$ cat src/rtl/reg_wb_arbiter.sv
// reg_wb_arbiter
// Shares the single register-file write port between the ALU writeback path
// and the load-unit writeback path. Loads are buffered in a small in-order
// FIFO. Each cycle one winner is picked round-robin between the ALU request
// and the FIFO head, and its write is registered onto the write port.
//
// Ports:
//   clock, resetn                 core clock, asynchronous active-low reset
//   alu_valid/alu_ready           ALU writeback handshake
//   alu_rd, alu_data              ALU destination and result
//   ld_valid/ld_ready             load writeback handshake into the FIFO
//   ld_rd, ld_data                load destination and result
//   ld_fifo_count                 current FIFO occupancy
//   reg_wr_en, write_reg1,        registered register-file write port
//   write_data
//
// Handshake: a transfer happens on a rising edge where valid && ready are
// both high. ready never depends on the same port's valid, so a source may
// hold valid with stable payload until it sees ready.

module reg_wb_arbiter #(
  parameter int LD_FIFO_DEPTH = 4,
  localparam int AW = $clog2(LD_FIFO_DEPTH),
  localparam int CW = AW + 1
) (
  input  logic          clock,
  input  logic          resetn,
  input  logic          alu_valid,
  output logic          alu_ready,
  input  logic [4:0]    alu_rd,
  input  logic [31:0]   alu_data,
  input  logic          ld_valid,
  output logic          ld_ready,
  input  logic [4:0]    ld_rd,
  input  logic [31:0]   ld_data,
  output logic [CW-1:0] ld_fifo_count,
  output logic          reg_wr_en,
  output logic [4:0]    write_reg1,
  output logic [31:0]   write_data
);

  typedef enum logic {
    SRC_ALU  = 1'b0,
    SRC_LOAD = 1'b1
  } src_e;

  // FIFO storage and bookkeeping
  logic [4:0]    fifo_rd   [LD_FIFO_DEPTH];
  logic [31:0]   fifo_data [LD_FIFO_DEPTH];
  logic [AW-1:0] wr_ptr;
  logic [AW-1:0] rd_ptr;
  logic [CW-1:0] count;

  src_e last_winner;

  logic fifo_empty;
  logic push;
  logic pop;
  logic alu_grant;
  logic grant_any;
  logic [4:0]  sel_rd;
  logic [31:0] sel_data;

  // Arbitration. The ALU is ready whenever it would win if it asked: either
  // nothing is queued, or the load side won last time. The FIFO head pops
  // when the ALU is not asking or it is the load side's turn. The two grants
  // are mutually exclusive by construction.
  always_comb begin
    fifo_empty = (count == '0);
    ld_ready   = (count < CW'(LD_FIFO_DEPTH));
    alu_ready  = fifo_empty || (last_winner == SRC_LOAD);
    pop        = !fifo_empty && (!alu_valid || (last_winner == SRC_ALU));
    alu_grant  = alu_valid && alu_ready;
    push       = ld_valid && ld_ready;
    grant_any  = alu_grant || pop;
    sel_rd     = alu_grant ? alu_rd   : fifo_rd[rd_ptr];
    sel_data   = alu_grant ? alu_data : fifo_data[rd_ptr];
  end

  assign ld_fifo_count = count;

  // Payload storage needs no reset; only the pointers and count define
  // which entries are live.
  always_ff @(posedge clock) begin
    if (push) begin
      fifo_rd[wr_ptr]   <= ld_rd;
      fifo_data[wr_ptr] <= ld_data;
    end
  end

  // Pointers wrap naturally because the depth is a power of two. A pushed
  // entry only becomes visible to the arbiter after the edge that stores it.
  always_ff @(posedge clock or negedge resetn) begin
    if (!resetn) begin
      wr_ptr <= '0;
      rd_ptr <= '0;
      count  <= '0;
    end else begin
      if (push) wr_ptr <= wr_ptr + AW'(1);
      if (pop)  rd_ptr <= rd_ptr + AW'(1);
      count <= count + CW'(push) - CW'(pop);
    end
  end

  // Round-robin history: reset as LOAD so the ALU wins the first contention.
  always_ff @(posedge clock or negedge resetn) begin
    if (!resetn) begin
      last_winner <= SRC_LOAD;
    end else if (alu_grant) begin
      last_winner <= SRC_ALU;
    end else if (pop) begin
      last_winner <= SRC_LOAD;
    end
  end

  // Registered write port. A grant to x0 still consumes the slot but never
  // raises the write enable; address/data hold when nothing is granted.
  always_ff @(posedge clock or negedge resetn) begin
    if (!resetn) begin
      reg_wr_en  <= 1'b0;
      write_reg1 <= '0;
      write_data <= '0;
    end else if (grant_any) begin
      reg_wr_en  <= (sel_rd != 5'd0);
      write_reg1 <= sel_rd;
      write_data <= sel_data;
    end else begin
      reg_wr_en  <= 1'b0;
    end
  end

endmodule
$ cat config.mk
export PLATFORM = sky130hd
export DESIGN_NAME = reg_wb_arbiter
export DESIGN_NICKNAME = d
export VERILOG_FILES = /design/src/rtl/reg_wb_arbiter.sv
export SDC_FILE = /design/constraint.sdc
export NUM_CORES = 1
export LEC_CHECK = 0
export ABC_CLOCK_PERIOD_IN_PS = 2500
export CORE_MARGIN = 5
export CORE_UTILIZATION = 40
export CTS_BUF_LIST = sky130_fd_sc_hd__clkbuf_4
export DETAILED_ROUTE_END_ITERATION = 7
export HOLD_SLACK_MARGIN = 0.1
export PLACE_DENSITY_LB_ADDON = 0.25
export SLEW_MARGIN = 20
export SYNTH_ARGS = -nofsm -noshare
export SYNTH_HDL_FRONTEND = slang
export SYNTH_SLANG_ARGS = --single-unit
$ cat constraint.sdc
create_clock -name clock -period 2.5 [get_ports clock]
set_clock_uncertainty 0.15 [all_clocks]
set_input_delay 0.5 -clock clock [delete_from_list [all_inputs] [get_ports clock]]
set_output_delay 0.5 -clock clock [all_outputs]
set_load 0.01 [all_outputs]
==> reports/results.tsv <==
stage	metric	value	unit
drt	Final ANT Viol Nets	0	
synthesis	synth warn	0	
clocking	H-tree lvl count	4	
sta	Hold Vio Cnt, Final	0	
synthesis	sequential-to-total area share from yosys stat	72.0	%
drt	DRT Pass-1 Iters	4	
sta	setup TNS	0	ps
floorplanning	Core ar.	19300	um^2
floorplanning	DIE WIDTH	149	um
synthesis	area leader, netlist	edfxtp_1	
synthesis	largest cells by area after synthesis	edfxtp_1, dfrtp_1, mux4_2	
worst_setup_path	nature of the critical path endpoint	primary output	
finish	area of the multi-input gates	2020	um^2
worst_setup_path	Worst Path Arrival	1730	ps
power_and_ir_drop	Pwr Density	1040	nW/um^2
global_routing	vias in the first global route	4545	
floorplanning	Starting Density	40.3	%
synthesis	top post-synthesis cells by count	edfxtp_1, dfrtp_1, mux4_2	
floorplanning	Die ar.	22300	um^2
finish	fillers	1619	
finish	fin nets	645	
clocking	Max Root-Sink Buffers	2	
clocking	clock-pin slew on the worst setup and hold paths	130	ps
clocking	Clock Tree Root	clkbuf_4	
sta	Max Fclk	420	MHz
drt	DR vias	4248	
power_and_ir_drop	worst vdd ir	0.000550	V
drt	Routed wire per std cell	19.1	um
finish	antenna cells	0	
sta	fin crit share	95.4	%
floorplanning	IO Pins	121	
synthesis	post-synth cell types	29	
clocking	TritonCTS Buffers	17	
placed_design	Buffers on Ports	120	
placed_design	Setup WS pre-CTS	-154	ps
job	Max-Cap Viols	0	
synthesis	Synth Register Bits	194	
placed_design	GP Congestion	0.727	
finish	fin cells	838	
finish	ratio of cells with drive above 1 in the final layout	21.1	%
clocking	CTS tree	done	
worst_setup_path	Worst Setup Path Type	register to primary output	
global_routing	antenna violations before repair	1	
finish	register area	5600	um^2
power_and_ir_drop	total power	10.2	mW
sta	worst-margin pin slew	449	ps
synthesis	Synth async-reset ratio	23.7	%
drt	Iter 0 DRT Violations	235	
floorplanning	row cnt	51	
floorplanning	die height	149	um
drt	vias per cell	5.07	
sta	# setup viols final	0	
outcome	status	completed	
global_routing	total global-route track usage	15.1	%
clocking	clock net sink count	194	
synthesis	top_reg_cell synth	edfxtp_1	
sta	RSZ-0062 raised after global routing	no	
drt	drt total wl	16.0	mm
global_routing	GRT overflow	0	
global_routing	first-pass GRT wire length	25.3	mm
synthesis	Synth top area share	57.2	%
global_routing	largest net degree at the start of global routing	47	
synthesis	Post-Syn Nets	508	
sta	final setup margin	116	ps
placed_design	HPWL Detailed	10.4	mm
worst_setup_path	critical path required time	1850	ps
finish	area delta synth->final	25.6	%
synthesis	Post-Syn Area	7770	um^2
synthesis	top-count cell post-synth	edfxtp_1	
synthesis	synthesized instance count	423	
sta	Final Max Slew Viols	0	
worst_setup_path	crit start category	register	
placed_design	Inst Count DP	802	
clocking	clock latency on the worst-skew pair	540	ps
synthesis	syn avg cell area	18.4	um^2
sta	worst rel slew slack	70.0	%
drt	DRC violations left	0	
synthesis	Post-synth EDFFs	148	
worst_setup_path	crit path max fanout	2	
sta	Final Critical Period	2380	ps
min_path	min-delay worst type	input port to async pin	
power_and_ir_drop	P_leak	3.37	nW
-- timing repair --
item | CTS | global route
setup buffers | 2 | 1
pin swaps | 0 | 1
endpoints found under the hold margin | 46 | 0
resized for setup | 4 | 1
endpoints found under the setup margin | 1 | 2
hold buffers | 1 | 0
-- final timing paths --
check,from,end,slack (ps),cells past startpoint
min in group clock,write_data[20]$_DFFE_PN0P_,write_data[20]$_DFFE_PN0P_,350,2
setup / recovery,ld_fifo_count[2]$_DFF_PN0_,alu_ready,120,3
hold / removal,resetn,ld_fifo_count[1]$_DFF_PN0_,320,3
max in group asynchronous,resetn,last_winner$_DFFE_PN1P_,1600,3
hold reg to reg,write_data[20]$_DFFE_PN0P_,write_data[20]$_DFFE_PN0P_,350,2
setup reg to reg,ld_fifo_count[1]$_DFF_PN0_,ld_fifo_count[2]$_DFF_PN0_,120,9
-- power by group --
part / internal, mW / switching, mW
combinational: 2.09 / 1.87
sequential: 4.23 / 0.329
clock: 0.717 / 0.957
total: 7.03 / 3.16
-- final cells by class --
class                   count  area share, %
clock buffers              20           1.54
clock inverters            12           1.46
inverters                   7          0.269
multi-input cells         196           20.7
flip-flops and latches    194           57.4
well taps                 265           3.40
repair buffers            144           15.3
-- worst max-delay path, cell delays in order (launching register included) --
cell,delay (ps)
dfrtp_2,440
or3_4,390
nand2b_1,110
clkdlybuf4s15_1,250
-- layer usage --
layer  wire length (um)  part of all wire, %  global-route usage (%)  up-vias
li1                   -                    -                       -     1935
met1               6910                   43                    20.2     2157
met2               7840                   49                    24.4      140
met3               1100                  6.9                    4.09       14
met4                150                 0.94                    4.35        2
met5                 11                0.069                       0        -
-- metrics by stage --
step | cell area (um^2) | util (%) | hold slack (ps)
2_1_floorplan | 7770 | - | 54.4
3_3_place_gp | 9430 | 48.9 | 321
3_5_place_dp | 9430 | 48.9 | 328
4_1_cts | 9750 | 50.6 | 268
5_1_grt | 9760 | 50.7 | 296
6_report | 9760 | 50.7 | 320
-- placed cells by master, fill, tap and decap left out, types with 3 or more instances in the layout --
cell type and instances:
ha_1 6, inv_1 7, clkbuf_4 20, xnor2_1 4, mux2i_1 20, clkdlybuf4s50_1 117
and2_1 17, a21oi_1 7, dfrtp_2 4, buf_12 9, bufinv_16 3, o32ai_1 17
nor2_1 23, and2_2 4, mux4_2 37, nand2_1 17, edfxtp_1 148, buf_4 14
a211oi_2 17, o21ai_1 15, dfrtp_1 41, clkinv_2 4
-- flip-flops by register name, indices dropped and copies added, names as in the netlist --
| signal | flops |
|---|---|
| fifo_data | 128 |
| rd_ptr | 2 |
| fifo_rd | 20 |
| write_data | 32 |
| write_reg1 | 5 |
| ld_fifo_count | 3 |
| last_winner | 1 |
| reg_wr_en | 1 |
| wr_ptr | 2 |
-- cell families after synthesis --
group / count (synthesis) / share of synthesized area (%)
mux: 57 / 13.3
buf+inv: 33 / 2.32
simple gates: 68 / 4.35
fa+ha+maj: 7 / 1.22
compound gates: 59 / 6.28
xor+xnor: 5 / 0.563
flops: 194 / 72.0
(Power assumes the default switching activity.)
